### src/rtl/tlb_op_ctrl_pkg.sv
// rtl/tlb_op_ctrl_pkg.sv - shared constants and types for the TLB-op sequencer
package tlb_op_ctrl_pkg;

  // Packed TLB entry: {vpn2, asid, g, pfn0, c0, d0, v0, pfn1, c1, d1, v1}
  localparam int TLB_ENTRY_W = 78;

  localparam int E_VPN2_LSB = 59;
  localparam int E_VPN2_W   = 19;
  localparam int E_ASID_LSB = 51;
  localparam int E_ASID_W   = 8;
  localparam int E_G        = 50;
  localparam int E_PFN0_LSB = 30;
  localparam int E_PFN_W    = 20;
  localparam int E_C0_LSB   = 27;
  localparam int E_C_W      = 3;
  localparam int E_D0       = 26;
  localparam int E_V0       = 25;
  localparam int E_PFN1_LSB = 5;
  localparam int E_C1_LSB   = 2;
  localparam int E_D1       = 1;
  localparam int E_V1       = 0;

  // Bit positions inside the one-hot ws_op vector
  localparam int OP_TLBP    = 0;
  localparam int OP_TLBR    = 1;
  localparam int OP_TLBWI   = 2;
  localparam int OP_MTC0_HI = 3;

  typedef enum logic [1:0] {
    ST_IDLE    = 2'd0,
    ST_PROBE   = 2'd1,
    ST_COMMIT  = 2'd2,
    ST_REFETCH = 2'd3
  } state_t;

  // Encoded form of the accepted op after priority resolution
  typedef enum logic [1:0] {
    K_TLBP    = 2'd0,
    K_TLBR    = 2'd1,
    K_TLBWI   = 2'd2,
    K_MTC0_HI = 2'd3
  } op_kind_t;

endpackage

### src/rtl/tlb_op_ctrl.sv
// rtl/tlb_op_ctrl.sv - sequences TLBP/TLBR/TLBWI/MTC0-EntryHi at write-back
module tlb_op_ctrl
  import tlb_op_ctrl_pkg::*;
#(
  parameter int TLBNUM = 16,
  parameter int IDX_W  = 4
) (
  input  logic                   clk,
  input  logic                   rst,
  input  logic                   ws_valid,
  input  logic [3:0]             ws_op,
  input  logic                   ws_ex,
  input  logic [31:0]            ws_pc,
  input  logic [31:0]            cp0_entryhi,
  input  logic [31:0]            cp0_entrylo0,
  input  logic [31:0]            cp0_entrylo1,
  input  logic [31:0]            cp0_index,
  output logic [18:0]            s1_vpn2,
  output logic [7:0]             s1_asid,
  input  logic                   s1_found,
  input  logic [IDX_W-1:0]       s1_index,
  output logic                   w_we,
  output logic [IDX_W-1:0]       w_index,
  output logic [TLB_ENTRY_W-1:0] w_entry,
  output logic [IDX_W-1:0]       r_index,
  output logic                   tlbp_commit,
  output logic                   tlbr_commit,
  output logic                   tlbp_found,
  output logic [IDX_W-1:0]       tlbp_index,
  output logic                   busy,
  output logic                   ws_done,
  output logic                   refetch_req,
  output logic [31:0]            refetch_pc,
  input  logic                   refetch_ack
);

  localparam int unused_tlbnum = TLBNUM;

  state_t           state_q, state_d;
  op_kind_t         kind_q, op_sel;
  logic [31:0]      pc_q;
  logic [18:0]      s1_vpn2_q;
  logic [7:0]       s1_asid_q;
  logic             found_q;
  logic [IDX_W-1:0] index_q;
  logic             mtc0_first_q;
  logic             accept;

  // Fields of the CP0 registers that never reach the TLB
  logic unused_bits;
  assign unused_bits = ^{cp0_entryhi[12:8], cp0_entrylo0[31:26],
                         cp0_entrylo1[31:26], cp0_index[31:IDX_W]};

  // Only a fault-free instruction in an idle controller may start an op
  assign accept = !rst && (state_q == ST_IDLE) && ws_valid && (|ws_op) && !ws_ex;

  // Resolve multiple set op bits: tlbp > tlbr > tlbwi > mtc0
  always_comb begin
    op_sel = K_MTC0_HI;
    if (ws_op[OP_TLBP])       op_sel = K_TLBP;
    else if (ws_op[OP_TLBR])  op_sel = K_TLBR;
    else if (ws_op[OP_TLBWI]) op_sel = K_TLBWI;
  end

  // State register and per-op context captured at accept
  always_ff @(posedge clk) begin
    if (rst) begin
      state_q      <= ST_IDLE;
      kind_q       <= K_TLBP;
      pc_q         <= '0;
      mtc0_first_q <= 1'b0;
    end else begin
      state_q      <= state_d;
      mtc0_first_q <= accept && (op_sel == K_MTC0_HI);
      if (accept) begin
        kind_q <= op_sel;
        pc_q   <= ws_pc;
      end
    end
  end

  // Search key and probe result are held between probes
  always_ff @(posedge clk) begin
    if (rst) begin
      s1_vpn2_q <= '0;
      s1_asid_q <= '0;
      found_q   <= 1'b0;
      index_q   <= '0;
    end else if (state_q == ST_PROBE) begin
      s1_vpn2_q <= cp0_entryhi[31:13];
      s1_asid_q <= cp0_entryhi[7:0];
      found_q   <= s1_found;
      index_q   <= s1_index;
    end
  end

  // Search port drives EntryHi live during PROBE, otherwise the last key
  always_comb begin
    s1_vpn2 = s1_vpn2_q;
    s1_asid = s1_asid_q;
    if (state_q == ST_PROBE) begin
      s1_vpn2 = cp0_entryhi[31:13];
      s1_asid = cp0_entryhi[7:0];
    end
  end

  assign tlbp_found = found_q;
  assign tlbp_index = index_q;

  // Next-state and strobe decode; everything is forced quiet under reset
  always_comb begin
    state_d     = state_q;
    busy        = 1'b0;
    ws_done     = 1'b0;
    w_we        = 1'b0;
    w_index     = '0;
    w_entry     = '0;
    r_index     = '0;
    tlbp_commit = 1'b0;
    tlbr_commit = 1'b0;
    refetch_req = 1'b0;
    refetch_pc  = '0;
    if (!rst) begin
      case (state_q)
        ST_IDLE: begin
          if (accept) begin
            busy = 1'b1;
            case (op_sel)
              K_TLBP:  state_d = ST_PROBE;
              K_TLBR,
              K_TLBWI: state_d = ST_COMMIT;
              default: state_d = ST_REFETCH;
            endcase
          end
        end
        ST_PROBE: begin
          busy    = 1'b1;
          state_d = ST_COMMIT;
        end
        ST_COMMIT: begin
          busy    = 1'b1;
          ws_done = 1'b1;
          state_d = (kind_q == K_TLBP) ? ST_IDLE : ST_REFETCH;
          case (kind_q)
            K_TLBP: tlbp_commit = 1'b1;
            K_TLBR: begin
              tlbr_commit = 1'b1;
              r_index     = cp0_index[IDX_W-1:0];
            end
            K_TLBWI: begin
              w_we    = 1'b1;
              w_index = cp0_index[IDX_W-1:0];
              w_entry[E_VPN2_LSB +: E_VPN2_W] = cp0_entryhi[31:13];
              w_entry[E_ASID_LSB +: E_ASID_W] = cp0_entryhi[7:0];
              w_entry[E_G]                    = cp0_entrylo0[0] & cp0_entrylo1[0];
              w_entry[E_PFN0_LSB +: E_PFN_W]  = cp0_entrylo0[25:6];
              w_entry[E_C0_LSB +: E_C_W]      = cp0_entrylo0[5:3];
              w_entry[E_D0]                   = cp0_entrylo0[2];
              w_entry[E_V0]                   = cp0_entrylo0[1];
              w_entry[E_PFN1_LSB +: E_PFN_W]  = cp0_entrylo1[25:6];
              w_entry[E_C1_LSB +: E_C_W]      = cp0_entrylo1[5:3];
              w_entry[E_D1]                   = cp0_entrylo1[2];
              w_entry[E_V1]                   = cp0_entrylo1[1];
            end
            default: ;
          endcase
        end
        ST_REFETCH: begin
          busy        = 1'b1;
          refetch_req = 1'b1;
          refetch_pc  = pc_q + 32'd4;
          ws_done     = mtc0_first_q;
          if (refetch_ack) state_d = ST_IDLE;
        end
        default: state_d = ST_IDLE;
      endcase
    end
  end

endmodule

### config.mk
export PLATFORM = sky130hd
export DESIGN_NAME = tlb_op_ctrl
export DESIGN_NICKNAME = d
export VERILOG_FILES = /design/src/rtl/tlb_op_ctrl_pkg.sv /design/src/rtl/tlb_op_ctrl.sv
export SDC_FILE = /design/constraint.sdc
export NUM_CORES = 1
export LEC_CHECK = 0
export CORE_AREA = 2 2 127 129
export DETAILED_ROUTE_END_ITERATION = 8
export DIE_AREA = 0 0 129 131
export PLACE_DENSITY = 0.66
export RECOVER_POWER = 50
export SKIP_LAST_GASP = 1
export SLEW_MARGIN = 20
export SYNTH_ARGS = -nofsm -noshare
export SYNTH_HDL_FRONTEND = slang
export SYNTH_SLANG_ARGS = --single-unit
### constraint.sdc
create_clock -name clk -period 2.8 [get_ports clk]
set_clock_uncertainty 0.2 [all_clocks]
set_input_delay 0.56 -clock clk [delete_from_list [all_inputs] [get_ports clk]]
set_output_delay 0.56 -clock clk [all_outputs]
set_load 0.1 [all_outputs]
==> results.toml, run 1 <==
[run_status]
status = "finished, violations left"
violations = "setup timing"

[detailed_routing]
postRouteAntennaNets = 0
wl_met3_um = 1990
top_layer_used = "met5"
vias = 5074
wl_per_cell_um = 20.5
routed_via_density = 4.77
m1WireLength_um = 8240
drt_iter0_drc = 183
dr.pass1.iters = 6
routed_wl_um = 21800
met2_length_um = 10500
drc = 0

[synthesis]
synthCells = 518
synth_fp_nets = 695
synth-main-ff-cell = "dfxtp_1"
syn_avg_cell_area_um2 = 7.67
synth_seq_cells = 69
synth_edf_count = 0
syn_area_mm2 = 0.00397
yosysWarnings = 0
async_flop_share_pct = 0
yosysSeqAreaShare_pct = 34.8
yosysUniqueCellTypes = 37

[timing]
max-slew-margin-rel_pct = 22.0
worst_slew_pin_slew_ps = 1180
slew_violations = 0
hold_viol_final = 0
layout_setup_ws_ps = -337
setup_viol = 23
rsz0062_at_grt = "true"
period_share_pct = 112
finalCriticalPeriod_ps = 3140
whs_ps = 254
max_freq_mhz = 319

[cells_and_area]
area_delta_synth_final_pct = 150
layout.nets = 1019
mostFrequentLayoutCell = "buf_12"
fin_util_pct = 63.6
nFillCells = 1229
fin_cells = 1063
most-common-layout-cells = "143 x buf_12, 126 x clkdlybuf4s50_1, 87 x and2_4"
drive_gt1_share_pct = 48.8

[power_and_ir_drop]
p_total_mw = 3.25
clkPwrFrac_pct = 34.9
p_leak_nw = 3.79
seq_power_share_pct = 33.4
switching_power_mw = 1.11
switching_share_pct = 34.1
irDropWorstVdd_mv = 0.249
internal_power_mw = 2.14
pwr-share-comb_pct = 31.7
powerDensity_mw_per_mm2 = 327

[cts]
cts_max_path_buffers = 2
cts_buffers = 9
cts-root-buf = "clkbuf_16"
h-tree-depth = 3
postCtsHoldBufs = 0
cts_tree = "built"
clock_latency_ps = 340
clkTransAtPathRegs_ps = 60
cts.sinks = 69

[global_route]
overflow = 0
grt_use_total_pct = 25.4
grt_antenna_before_repair = 2
grt_pass1_vias = 5161
grt_max_degree = 69
grt_pass1_wl_um = 31500

[worst_setup_path]
cp_num_buf_inv = 2
crit_chain = "nand4_1, buf_4, or4_4, or4_4, a21oi_4, buf_12"
cpMaxStageDelayCell = "or4_4"
max_stage_delay_ps = 450
endpoint_kind = "primary output"
crit_type = "register to primary output"
critical_path_arrival_ps = 2380
cp-start-kind = "register"
path_common_cell = "or4_4"
cp_top_family = "simple AND/OR/NAND/NOR gates"
required_ps = 2040
crit_fanout = 4

[die]
ioPinCount = 330
dieArea_mm2 = 0.0169
start_util_pct = 25.5
fp.dieW_um = 129
core_mm2 = 0.0156
rows = 46
die_h_um = 131

[placed_design]
placedCellCount = 1026
dp_hpwl_um = 16900
routabilityCongestion = 0.921
numPortBuffers = 284

[flow_run]
drv_cap = 0

[min_path]
min-delay-path-class = "register to register"
cell usage after synthesis (7+ instances only):
master / instances / area share (%)
clkbuf_1: 29 / 2.7
mux2_2: 23 / 6.5
dfxtp_1: 69 / 35
a21oi_1: 25 / 3.1
o31ai_1: 7 / 1.3
inv_1: 7 / 0.66
nand2_1: 84 / 7.9
or3_1: 8 / 1.3
nor2_1: 17 / 1.6
and2_1: 117 / 18
xor2_1: 8 / 1.8
or4_1: 11 / 2.1
nand3_1: 13 / 1.6
nand4_1: 14 / 2.2
o21ai_0: 41 / 5.2
through the flow:
| step | setup WS [ps] | cell area [um^2] | TNS (ps) |
|---|---|---|---|
| 2_1_floorplan | -487 | 4590 | -4440 |
| 3_3_place_gp | -203 | 9400 | -10610 |
| 5_1_grt | -388 | 9920 | -7950 |
| 4_1_cts | -346 | 9970 | -3460 |
| 3_5_place_dp | -258 | 9400 | -15790 |
| 6_report | -337 | 9920 | -4640 |
registers in the layout, indices dropped and copies added, names as in the netlist:
signal,flops
s1_vpn2_q,19
state_q,2
s1_asid_q,8
mtc0_first_q,1
kind_q,2
pc_q,32
tlbp_found,1
tlbp_index,4
routing by layer:
layer  vias to the layer above  track usage (%)
met2                       269             43.0
met3                        61             8.63
li1                       2389                -
met5                         -                0
met4                         4             13.7
met1                      2351             28.3
cell families (layout without fill, tap and decap cells):
group	count (synthesis)	after routing	synth area share, %
AND/OR/NAND/NOR	283	283	38.7
AO/OA/AOI/OAI	79	79	10.9
buffers and inverters	45	373	4.38
adder cells (fa/ha/maj)	3	3	0.945
other	0	1	0
flip-flops	69	69	34.8
multiplexers	27	27	7.65
XOR/XNOR	12	12	2.65
timing repair:
item / 4_1_cts / 5_1_grt
gates resized for setup: 38 / 19
setup buffers: 13 / 5
pin swaps: 25 / 11
endpoints found under the setup margin: 107 / 45
cloned: 2 / 1
worst register-to-register path, stage by stage, from the launching register on:
cell	delay [ps]
dfxtp_1	430
or2_1	370
nor4_4	310
clkbuf_2	890
o21ai_0	280
path summary, 6_finish.rpt:
kind / cells after the start / slack, ps / from / to
hold reg to reg: 2 / 250 / tlbp_found / tlbp_found
setup / recovery: 6 / -340 / pc_q[14] / refetch_pc[26]
setup reg to reg: 4 / 150 / state_q[0] / pc_q[12]
hold / removal: 2 / 250 / tlbp_found / tlbp_found
area by class of cell:
class	instances	area, um^2	area share (%)
Multi-Input combinational cell	404	3140	31.7
Clock buffer	10	229	2.31
Timing Repair Buffer	350	4780	48.2
Sequential cell	69	1420	14.3
Antenna cell	1	2.50	0.0252
Tap cell	216	270	2.72
Inverter	8	33.8	0.341
Clock inverter	5	52.6	0.530
power groups by stage:
| stage | registers, mW | clock network, mW | logic [mW] |
|---|---|---|---|
| floorplan | 1.12 | 0 | 0.530 |
| global placement | 1.10 | 0 | 1.04 |
| detailed placement | 1.10 | 0 | 1.05 |
| CTS | 1.08 | 1.15 | 1.08 |
| global route | 1.09 | 1.20 | 1.07 |
| finish | 1.08 | 1.13 | 1.03 |
No activity file was read; power rests on OpenSTA's default activity.
==> inputs of run 2 (changes only) <==
MAX_ROUTING_LAYER = met4   (was default)
SETUP_SLACK_MARGIN = 0.15   (was default)
==> run 2 against run 1 <==
The run still ends with setup timing left. First-iteration DRC count rose by 74%. Via count grew 1.9%. Clock power about the same. Cell area is 5.0% higher. Die area is the same. Routed wire length is 2.3% lower. Largest cell class unchanged. Largest power group unchanged. Highest routed layer is now met4.
==> results.toml, run 2 (synthesis gave the netlist of run 1 again) <==
[global_route]
grt_pass1_wl_um = 29900
grt_antenna_before_repair = 2
grt_pass1_vias = 5126
grt_max_degree = 69
grt_use_total_pct = 24.7
overflow = 0

[timing]
max_freq_mhz = 322
max-slew-margin-rel_pct = 21.4
finalCriticalPeriod_ps = 3110
slew_violations = 0
rsz0062_at_grt = "true"
setup_viol = 31
worst_slew_pin_slew_ps = 1180
layout_setup_ws_ps = -306
period_share_pct = 111
hold_viol_final = 0

[cells_and_area]
area_delta_synth_final_pct = 162
layout.nets = 1044
largest_reg_flops = 32
mostFrequentLayoutCell = "buf_12"
fin_cells = 1088
most-common-layout-cells = "152 x buf_12, 126 x clkdlybuf4s50_1, 84 x and2_4"
fin_util_pct = 66.8
top_register = "pc_q"
drive_gt1_share_pct = 50.1
nFillCells = 1151
largestRegisters = "pc_q: 32 flops, s1_vpn2_q: 19 flops, s1_asid_q: 8 flops"

[cts]
h-tree-depth = 3
postCtsHoldBufs = 0
clock_latency_ps = 340
clkTransAtPathRegs_ps = 60
cts_max_path_buffers = 2
cts_tree = "built"
cts-root-buf = "clkbuf_16"
cts_buffers = 9
cts.sinks = 69

[worst_setup_path]
crit_fanout = 2
crit_chain = "nand4_1, or4_4, buf_6, or4b_4, a21oi_4, buf_12"
r2r_slack_ps = 190
cpMaxStageDelayCell = "or4_4"
r2r-end = "pc_q[22]"
critical_path_arrival_ps = 2350
r2r_start = "state_q[1]"
max_stage_delay_ps = 520
endpoint_kind = "primary output"
cp_top_family = "simple AND/OR/NAND/NOR gates"
required_ps = 2040
cp_num_buf_inv = 2
crit_type = "register to primary output"
cp-start-kind = "register"
r2r_cells = 5

[placed_design]
dp_hpwl_um = 15800
dp_slack_ps = -232
routabilityCongestion = 0.832
numPortBuffers = 284
placedCellCount = 1028

[flow_run]
drv_cap = 0

[detailed_routing]
drt_iter0_drc = 319
vias = 5171
dr.pass1.iters = 4
routed_via_density = 4.75
postRouteAntennaNets = 0
routed_wl_um = 21300
wl_per_cell_um = 19.6
drc = 0

[power_and_ir_drop]
powerDensity_mw_per_mm2 = 318
irDropWorstVdd_mv = 0.224
p_leak_nw = 3.98
p_total_mw = 3.31

[die]
fp.dieW_um = 129
start_util_pct = 25.5
ioPinCount = 330
dieArea_mm2 = 0.0169
die_h_um = 131
rows = 46
core_mm2 = 0.0156

[min_path]
min_from = "pc_q[1]"
worstHoldPathCells = 2
whs_endpoint = "pc_q[1]"
min-delay-path-class = "register to register"

[run_status]
violations = "setup timing"
status = "finished, violations left"
run 2: worst max-delay path by stage:
| stage | startpoint | end | depth (start not counted) |
|---|---|---|---|
| CTS | pc_q[22] | refetch_pc[28] | 6 |
| floorplan | rst | r_index[0] | 4 |
| finish | pc_q[20] | refetch_pc[31] | 6 |
| global placement | rst | w_entry[3] | 7 |
| global route | pc_q[20] | refetch_pc[31] | 6 |
| detailed placement | rst | w_entry[30] | 7 |
run 2: what timing repair did:
action / CTS / global route
pin swaps: 23 / 39
buffers inserted: 21 / 14
setup endpoints to repair: 122 / 73
gates resized for setup: 49 / 34
cloned: 7 / 2
hold endpoints to repair: 0 / 0
run 2: where the power goes:
group          internal, mW  switching, mW
Combinational         0.469          0.611
Clock                 0.727          0.420
Sequential             1.04         0.0467
run 2: cell type report:
type / instances / area [um^2] / share of cell area, %
antenna: 2 / 5.00 / 0.0481
clock buffer: 12 / 256 / 2.46
clock inverter: 2 / 35.0 / 0.336
inverter: 8 / 31.3 / 0.300
multi-input combinational: 404 / 3160 / 30.4
sequential: 69 / 1430 / 13.7
tap: 216 / 270 / 2.60
timing repair buffer: 375 / 5220 / 50.1
run 2: routing by layer:
metal  track usage, %  share of wire [%]  vias up
met5                -                  0        -
met4             10.5                3.2        0
met3             7.21                8.3       24
met2             41.8                 50      228
met1             27.4                 38     2475
li1                 -                  -     2444
run 2: metrics by stage:
step | instance area, um^2 | TNS, ps | hold slack [ps]
6_report | 10400 | -3630 | 262
5_1_grt | 10400 | -8180 | 282
4_1_cts | 10300 | -3210 | 263
3_5_place_dp | 9500 | -15320 | 254
3_3_place_gp | 9500 | -14920 | 247
2_1_floorplan | 4690 | -4200 | 236
run 2: worst min-delay path: cells and delay by family (launching register included):
kind,cells,cell delay (ps)
simple gates,1,50
compound gates,1,60
flops,1,310
